**config.mk**
```make
export PLATFORM = sky130hd
export DESIGN_NAME = enc_prio_rr
export DESIGN_NICKNAME = d
export VERILOG_FILES = /design/src/rtl/enc_pkg.sv /design/src/rtl/enc_prio_core.sv /design/src/rtl/enc_prio_rr.sv
export SDC_FILE = /design/constraint.sdc
export NUM_CORES = 1
export LEC_CHECK = 0
export BUFFER_PORTS_ARGS = -buffer_cell sky130_fd_sc_hd__buf_2
export CAP_MARGIN = 20
export CORE_MARGIN = 3
export CORE_UTILIZATION = 40
export CTS_CLUSTER_SIZE = 10
export DETAILED_ROUTE_END_ITERATION = 16
export PLACE_DENSITY_LB_ADDON = 0.08
export SLEW_MARGIN = 40
export SYNTH_ARGS = -nofsm -noshare
export SYNTH_HDL_FRONTEND = slang
export SYNTH_SLANG_ARGS = --single-unit
```
**constraint.sdc**
```tcl
create_clock -name clk -period 2.5 [get_ports clk]
set_input_delay 0.25 -clock clk [delete_from_list [all_inputs] [get_ports clk]]
set_output_delay 0.25 -clock clk [all_outputs]
set_load 0.005 [all_outputs]
```
**src/rtl/enc_pkg.sv**
```systemverilog
`default_nettype none
// ============================================================================
// Module   : enc_pkg
// Brief    : Shared constants and helpers for the request-encoder family.
// Revision : 1.0 - initial release
// ============================================================================
package enc_pkg;

    localparam logic MODE_FIXED = 1'b0;
    localparam logic MODE_RR    = 1'b1;

    // Widest request vector the shared helper accepts; callers zero-extend.
    localparam int ENC_MAX_N = 256;

    // True when more than one bit is set: clearing the lowest set bit leaves
    // something behind only for multi-hot vectors.
    function automatic logic multi_hot(input logic [ENC_MAX_N-1:0] v);
        return |(v & (v - ENC_MAX_N'(1)));
    endfunction

endpackage : enc_pkg
`default_nettype wire

```
**src/rtl/enc_prio_core.sv**
```systemverilog
`default_nettype none
// ============================================================================
// Module   : enc_prio_core
// Brief    : Combinational lowest-set-bit encoder with an any-set flag.
// Revision : 1.0 - initial release
// ============================================================================
module enc_prio_core #(
    parameter int N = 8,
    parameter int W = $clog2(N)
) (
    input  logic [N-1:0] vec,
    output logic [W-1:0] idx,
    output logic         any
);

    // Scan downwards so the lowest set bit is the last one to win.
    always_comb begin
        idx = '0;
        any = |vec;
        for (int i = N - 1; i >= 0; i--) begin
            if (vec[i]) begin
                idx = W'(i);
            end
        end
    end

endmodule : enc_prio_core
`default_nettype wire

```
**src/rtl/enc_prio_rr.sv**
```systemverilog
`default_nettype none
// ============================================================================
// Module   : enc_prio_rr
// Brief    : N-to-log2(N) request encoder, fixed-priority or round-robin,
//            with a registered valid/ready output and multi/empty flags.
//            Define ENC_ERR_STICKY_EN to make err sticky until reset.
// Revision : 1.0 - initial release
// ============================================================================
module enc_prio_rr
    import enc_pkg::*;
#(
    parameter  int N = 8,
    localparam int W = $clog2(N)
) (
    input  logic         clk,
    input  logic         rst,
    input  logic         en,
    input  logic [N-1:0] req,
    input  logic         mode,
    input  logic         out_ready,
    output logic         out_valid,
    output logic [W-1:0] y,
    output logic         multi,
    output logic         none,
    output logic         err
);

    logic         r_valid;
    logic [W-1:0] r_y;
    logic         r_multi;
    logic         r_none;
    logic         r_err;
    logic [W-1:0] r_ptr;

    logic [N-1:0] w_mask;
    logic [N-1:0] w_masked;
    logic [W-1:0] w_raw_idx;
    logic         w_raw_any;
    logic [W-1:0] w_msk_idx;
    logic         w_msk_any;
    logic [W-1:0] w_grant;
    logic [W-1:0] w_ptr_next;
    logic         w_multi;
    logic         w_cap;

    // Requests at or above the pointer get first claim in round-robin mode.
    always_comb begin
        w_mask = '0;
        for (int i = 0; i < N; i++) begin
            w_mask[i] = (W'(i) >= r_ptr);
        end
    end

    assign w_masked = req & w_mask;

    enc_prio_core #(.N(N), .W(W)) u_core_raw (
        .vec (req),
        .idx (w_raw_idx),
        .any (w_raw_any)
    );

    enc_prio_core #(.N(N), .W(W)) u_core_msk (
        .vec (w_masked),
        .idx (w_msk_idx),
        .any (w_msk_any)
    );

    assign w_grant    = (mode == MODE_RR && w_msk_any) ? w_msk_idx : w_raw_idx;
    assign w_ptr_next = (w_grant == W'(N - 1)) ? '0 : w_grant + W'(1);
    assign w_multi    = multi_hot(ENC_MAX_N'(req));
    assign w_cap      = en & w_raw_any & (~r_valid | out_ready);

    always_ff @(posedge clk) begin
        if (rst) begin
            r_valid <= 1'b0;
            r_y     <= '0;
            r_multi <= 1'b0;
            r_none  <= 1'b0;
            r_err   <= 1'b0;
            r_ptr   <= '0;
        end else begin
            r_none <= en & ~w_raw_any;
            if (w_cap) begin
                r_y     <= w_grant;
                r_multi <= w_multi;
                r_valid <= 1'b1;
                if (mode == MODE_RR) begin
                    r_ptr <= w_ptr_next;
                end
`ifdef ENC_ERR_STICKY_EN
                if (w_multi) begin
                    r_err <= 1'b1;
                end
`else
                r_err <= w_multi;
`endif
            end else if (r_valid && out_ready) begin
                r_valid <= 1'b0;
`ifndef ENC_ERR_STICKY_EN
                r_err   <= 1'b0;
`endif
            end
        end
    end

    assign out_valid = r_valid;
    assign y         = r_y;
    assign multi     = r_multi;
    assign none      = r_none;
    assign err       = r_err;

endmodule : enc_prio_rr
`default_nettype wire

```
# Yosys cells after proc, flatten, opt, wreduce, memory -nomap -nowiden
# Cells that the tools add are included.
# word_totals
reg_bits	10
latch_bits	0
ramBits	0
rom_bits	0
in_bits	13
out_inout_bits	7
elab_cells	53
memories	0
# op_classes
add_sub_neg	2
mul	0
n_div	0
n_lt_le_gt_ge	8
eq_ne	1
n_shift	0
muxes	21
n_bitwise	8
n_reduce_logical	7
# op_table
cell	n
AND 8 x 256 -> 256 bit	1
OR reduction 256 bit	1
two-way mux 3 bit	18
OR reduction 8 bit	2
greater-or-equal comparator 3 bit (first input constant)	4
subtractor 8 x 1 -> 9 bit (second input constant)	1
AND 8 bit	1
greater-or-equal comparator 1 x 3 -> 1 bit (first input constant)	2
greater-or-equal comparator 2 x 3 -> 1 bit (first input constant)	2
adder 3 x 1 -> 3 bit (second input constant)	1
AND 1 bit	3
== test 3 bit (second input constant)	1
two-way mux 1 bit	3
logical AND 1 bit	2
inverter 1 bit	2
AND reduction 2 bit	1
nonzero test 2 bit	1
bitwise OR 1 bit	1

# Depth between registers and ports, before layout
# Gate-level depths: netlist of the first run.
# logic_depth
ltp_word	13
depth_mapped	12
mapped_depth_nobuf	11

# Cells and area by module
# From an unflattened synthesis of the first run, not the netlist that was laid out.
# unflattened
hier_cells	92
hier_area_um2	709.4
# by_module_without_submodules
mod	instances	cells_per_inst	area_each_um2	seq_area_each_um2
enc_prio_rr	1	66	546.8	200.2
enc_prio_core	2	13	81.3	0.0

# Least setup slack after synthesis of the first run
# No wires, ideal clock.
# synth_timing
kind	register -> register
start	register r_ptr[2]
end	register r_ptr[0]
setup_time_ps	69
arrival_time_ps	2413
required_ps	2431
path_slack_ps	18
path_stages_with_launch	11
path_buffers	1
period_less_slack_ps	2482
path_cell_list	dfxtp_1 -> buf_2 -> nand3_1 -> a221oi_1 -> a31oi_1 -> mux2_2 -> ha_1 -> ha_1 -> or2_2 -> o41a_1 -> o21ai_1
# synth_between
elab_chain_cells	13
elab_cells_between_ends	23
cone_classes	1 x add/sub; 8 x order compare; 1 x eq/ne; 10 x mux; 1 x bitwise; 2 x reduce/logical
# synth_lines
element	line	source
start: declaration	enc_prio_rr.sv:33	logic [W-1:0] r_ptr;
start signal: assignment	enc_prio_rr.sv:88	r_ptr <= w_ptr_next;
greater-or-equal comparator 3 bit	enc_prio_rr.sv:50	w_mask[i] = (W'(i) >= r_ptr);
AND 8 bit *	enc_prio_rr.sv:54	assign w_masked = req & w_mask;
two-way mux 3 bit (8 in series)	enc_prio_core.sv:21	if (vec[i]) begin
two-way mux 3 bit *	enc_prio_rr.sv:68	assign w_grant = (mode == MODE_RR && w_msk_any) ? w_msk_idx : w_raw_idx;
named net w_grant[0]	enc_prio_rr.sv:41	logic [W-1:0] w_grant;
adder 3 x 1 -> 3 bit / == test 3 bit (equally long branches)	enc_prio_rr.sv:69	assign w_ptr_next = (w_grant == W'(N - 1)) ? '0 : w_grant + W'(1);
two-way mux 3 bit *	enc_prio_rr.sv:69	
# The timed path passes the listed nets; every way through them passes the cells marked *.
# A chain may end at the register's enable or synchronous reset.

# Final worst setup path of the first run
# Ends and elaborated chain as after synthesis.

==> impl_metrics.ini, run 1 <==
[run_status]
status = finished, final reports clean

[synth]
yosysWarnings = 0
ys.flop_type = dfxtp_1
synth_area_um2 = 820
synth_area_leaders = dfxtp_1 24%, a21oi_1 4.9%, nor2_1 4.6%
yosysTopAreaCellShare = 0.244
synth_area_leader_cell = dfxtp_1
synthArstFlopShare = 0
synth_edf_count = 0
ys_ff_latch = 10
yosysSeqAreaShare = 0.244
post_synth_inst_count = 105
synth_cell_type_count = 44
yosys-top-cells-count = 10 x dfxtp_1, 10 x nor2_1, 8 x a21oi_1
syn-mean-instance-area_um2 = 7.81
synthesis.nets = 120

[final_layout]
diodes = 0
fill_cells = 175
area_growth_pct = 35.9
layout.nets = 149
fin_util = 0.612
final_layout_size_suffix_gt1_frac = 0.406

[setup_path]
reg2reg_slack_ns = 0.16
crit_type = reg -> reg
reg2reg_to = r_ptr[0]
start_kind = flip-flop
required_ns = 2.71
r2r_start = r_ptr[2]
worstPathArrival_ns = 2.55
crit_fanout = 7
worst_setup_path_end_kind = flip-flop
r2r_cells = 9

[power_and_ir_drop]
power_frac_comb = 0.308
power_frac_seq = 0.376
vdd_drop_max_v = 0.000361
power.clock.fraction = 0.316
switchingPower_mw = 0.151
power_per_cell_area_nw_per_um2 = 428
swShare = 0.316
internal-power_mw = 0.326
leakage_nw = 0.477

[min_path]
hold_end = out_valid
hp-class = in -> reg
whs_path_depth = 3
hold_path.startpoint = en

[place]
gp_congestion = 0.867
numPortBuffers = 19
hpwlAfterDp_um = 1710

[cts]
clk_path_buf_depth = 2
insertion_delay_ns = 0.27
tritoncts = done
clk_pin_slew_ns = 0.08
cts-htree-levels = 1
cts.sinks = 10
root_buffer = clkbuf_4
cts_buffers = 3

[timing]
fin_crit_sh = 0.936
worstMarginPinSlew_ns = 0.424
period_minus_slack_ns = 2.34
hold_viol = 0
final_max_slew_viol_count = 0
fin_setup_tns_ns = 0
rsz0062_at_grt = no
finalSetupViolCount = 0
fin_worst_skew_ns = 0.00602
max_freq_mhz = 427
holdWs_ns = 0.270
slew_headroom = 0.717

[global_routing]
overflow = 0
grt_pass1_vias = 821
grt_start_max_net_pins = 14
grt_pass1_wl_um = 3610
antenna_found_initial = 0
track_usage = 0.180

[floorplan]
core-area_um2 = 1820
die_y_um = 51.3
ios = 20
die-area_um2 = 2630
rows = 15
die_width_um = 51.3
start_util = 0.450

[route]
wl_per_cell_um = 15.2
vias = 939
drt_iter0_drc = 11
dr.pass1.iters = 4
drc = 0
vias_per_cell = 5.94
finalWirelength_um = 2400
ant_nets = 0

[run]
max-cap-violations = 0
[sequential cells by signal (all words and copies together), names as in the netlist]
signal and cells:
multi 1, r_ptr 3, err 1, out_valid 1, none 1, y 3
[per-stage QoR]
step / std cells / setup WS [ns] / instance area, um2 / total power [mW]
after floorplan: 105 / 0.0182 / 820 / 0.260
after global placement: 153 / 0.0574 / 987 / 0.307
after detailed placement: 153 / -0.000876 / 987 / 0.309
after CTS: 157 / 0.00892 / 1030 / 0.459
after global routing: 158 / 0.0523 / 1110 / 0.501
final: 158 / 0.160 / 1110 / 0.477
[area by class of cell]
class | instances | area (um2) | share of cell area
multi-input cells | 87 | 649 | 0.583
repair buffers | 30 | 178 | 0.160
well taps | 25 | 31.3 | 0.0281
inverters | 2 | 7.51 | 0.00674
clock buffers | 4 | 36.3 | 0.0326
flip-flops and latches | 10 | 211 | 0.190
[logic make-up (layout without fill, tap and decap cells)]
group | Yosys count | after routing | share of synthesized area
simple gates | 44 | 44 | 0.308
compound gates | 38 | 38 | 0.327
flops | 10 | 10 | 0.244
buf+inv | 8 | 36 | 0.0504
fa+ha+maj | 4 | 4 | 0.0565
mux | 1 | 1 | 0.0137
[metal layers]
layer  part of all wire  up-vias  track usage
met3              0.038        6       0.0117
met4              0.024        0       0.0873
met1               0.46      449        0.235
li1                   -      459            -
met5                  0        -            0
met2               0.48       25        0.300
[how the worst max path moves through the flow]
stage	from	to	slack, ns	depth (start not counted)
after floorplan	r_ptr[2]	r_ptr[0]	0.02	10
after global placement	r_ptr[2]	r_ptr[0]	0.06	12
after detailed placement	r_ptr[1]	r_ptr[0]	-0.0009	9
after CTS	r_ptr[0]	r_ptr[0]	0.009	9
after global routing	r_ptr[2]	r_ptr[0]	0.05	9
final	r_ptr[2]	r_ptr[0]	0.16	9
[timing repair]
item / CTS / global route
setup endpoints to repair: 1 / 1
gates resized for setup: 2 / 19
buffers inserted: 0 / 1
hold buffers: 0 / 0
pin swaps: 0 / 3
[power groups by stage]
stage | Combinational (mW) | Clock [mW] | Sequential [mW]
detailed placement | 0.127 | 0 | 0.182
CTS | 0.128 | 0.153 | 0.179
floorplan | 0.0790 | 0 | 0.181
finish | 0.147 | 0.151 | 0.179
global route | 0.161 | 0.158 | 0.181
global placement | 0.126 | 0 | 0.181
[worst max-delay path, stage by stage (launching register included)]
cell and delay (ns):
dfxtp_4 0.39, nand3b_1 0.15, a221oi_4 0.32, a31oi_4 0.14, mux2_4 0.31, ha_2 0.17, ha_1 0.17, or2_4 0.25
o41a_1 0.30, o21ai_1 0.06
[cell usage in the layout, fill, tap and decap left out, drive strengths merged, types with 2 or more instances in the layout]
cell type,n
a2111o,2
a21boi,2
a21oi,8
a221oi,2
a2bb2oi,2
a31oi,2
and3,2
buf,30
clkbuf,4
dfxtp,10
ha,2
inv,2
maj3,2
nand2,7
nand2b,4
nand3,4
nand3b,3
nor2,10
nor2b,3
nor3,3
nor3b,2
o21ai,7
o21bai,3
or4,2
No activity file was read; power rests on OpenSTA's default activity.
==> run 2: changes to the inputs <==
--- a/config.mk
+++ b/config.mk
@@ -8,7 +8,7 @@
 export BUFFER_PORTS_ARGS = -buffer_cell sky130_fd_sc_hd__buf_2
 export CAP_MARGIN = 20
 export CORE_MARGIN = 3
-export CORE_UTILIZATION = 40
+export CORE_UTILIZATION = 46
 export CTS_CLUSTER_SIZE = 10
 export DETAILED_ROUTE_END_ITERATION = 16
 export PLACE_DENSITY_LB_ADDON = 0.08
==> impl_metrics.ini, run 2 (synthesis gave the netlist of run 1 again) <==
[power_and_ir_drop]
vdd_drop_max_v = 0.000262
leakage_nw = 0.448
power_per_cell_area_nw_per_um2 = 406

[setup_path]
reg2reg_to = r_ptr[0]
crit_type = reg -> reg
crit_top_cell = ha_1
required_ns = 2.70
crit_family = compound AO/OA/AOI/OAI gates
worst_setup_path_end_kind = flip-flop
slowest_delay_ns = 0.37
crit_buf_inv = 1
r2r_cells = 11
reg2reg_slack_ns = 0.09
crit_fanout = 7
crit_slowest_cell = dfxtp_2
worstPathArrival_ns = 2.61
crit_path_start = r_ptr[0]
crit_chain = nor2b_2, buf_4, o21bai_1, a21oi_2, o22ai_2, mux2_2, ha_1, ha_1, or2_2, o41a_1, o21ai_1
r2r_start = r_ptr[0]
start_kind = flip-flop

[place]
dp_cells = 150
gp_congestion = 0.928
hpwlAfterDp_um = 1620
placed_area_um2 = 971
dpl_worst_slack_ns = -0.0697
numPortBuffers = 19

[cts]
tritoncts = done
root_buffer = clkbuf_4
cts.sinks = 10
insertion_delay_ns = 0.27
cts_buffers = 3
clk_path_buf_depth = 2
cts-htree-levels = 1
clk_pin_slew_ns = 0.07

[route]
drc = 0
wl_per_cell_um = 14.0
drt_iter0_drc = 29
ant_nets = 0
highest-signal-layer = met4
vias = 905
vias_per_cell = 5.88
routed-wl-met2_um = 966
dr.pass1.iters = 4
wl_met3_um = 193
met1Wirelength_um = 968
finalWirelength_um = 2150

[global_routing]
grt_pass1_vias = 708
grt_pass1_wl_um = 3150
track_usage = 0.192
antenna_found_initial = 0
overflow = 0
grt_start_max_net_pins = 14

[final_layout]
final_layout_size_suffix_gt1_frac = 0.392
area_growth_pct = 28.4
final_common_cell = buf_2
final_cell_mix = 19 x buf_2, 9 x nor2_1, 9 x buf_4
finalInstanceArea_um2 = 1050
final_cells = 154
diodes = 0
layout.nets = 147

[floorplan]
core-area_um2 = 1590
die_y_um = 48.2
die-area_um2 = 2320
die_width_um = 48.2
ios = 20
rows = 14
start_util = 0.514

[min_path]
hold_path.startpoint = en
whs_path_depth = 2
hp-class = in -> reg
hold_end = none

[timing]
slew_headroom = 0.686
final_max_slew_viol_count = 0
hold_viol = 0
fin_ws_ns = 0.0917
worstMarginPinSlew_ns = 0.470
fin_worst_skew_ns = 0.0117
period_minus_slack_ns = 2.41
fin_crit_sh = 0.963
finalSetupViolCount = 0
max_freq_mhz = 415

[run_status]
status = finished, final reports clean

[run]
max-cap-violations = 0
run 2: how the worst max path moves through the flow:
stage | end | slack, ns | cells after the start
6_report | r_ptr[0] | 0.09 | 11
3_3_place_gp | r_ptr[0] | 0.04 | 9
3_5_place_dp | r_ptr[0] | -0.07 | 9
4_1_cts | r_ptr[0] | 0.01 | 11
5_1_grt | r_ptr[0] | -0.04 | 11
2_1_floorplan | r_ptr[0] | 0.02 | 10
run 2: per-stage QoR:
step / utilization / hold slack (ns) / setup TNS, ns / total power, mW
floorplan: - / 0.390 / 0 / 0.260
global placement: 0.609 / 0.475 / 0 / 0.304
detailed placement: 0.609 / 0.489 / -0.0697 / 0.307
CTS: 0.628 / 0.275 / 0 / 0.417
global route: 0.660 / 0.269 / -0.0375 / 0.453
finish: 0.660 / 0.275 / 0 / 0.427
run 2: repair_timing:
item	CTS	global route
setup buffers	0	1
hold buffers	0	0
pin swaps	0	4
endpoints found under the setup margin	1	1
resized for setup	2	14
run 2: where the power goes:
| part | switching [mW] | leakage [nW] | total (mW) | internal, mW |
|---|---|---|---|---|
| combinational | 0.0736 | 0.350 | 0.137 | 0.0635 |
| clock | 0.0538 | 0.0138 | 0.109 | 0.0554 |
| sequential | 0.0106 | 0.0838 | 0.181 | 0.170 |
| total | 0.138 | 0.448 | 0.427 | 0.289 |
run 2: cell type report:
class | instances | area, um2
well taps | 24 | 30.0
repair buffers | 28 | 163
clock buffers | 3 | 22.5
fillers | 141 | 542
flip-flops and latches | 10 | 206
multi-input cells | 87 | 623
inverters | 2 | 7.51
run 2: per-layer routing:
metal / track usage / vias to the layer above
met5: 0 / -
met4: 0.0161 / 0
met3: 0.0590 / 4
met2: 0.310 / 28
met1: 0.262 / 422
li1: - / 451
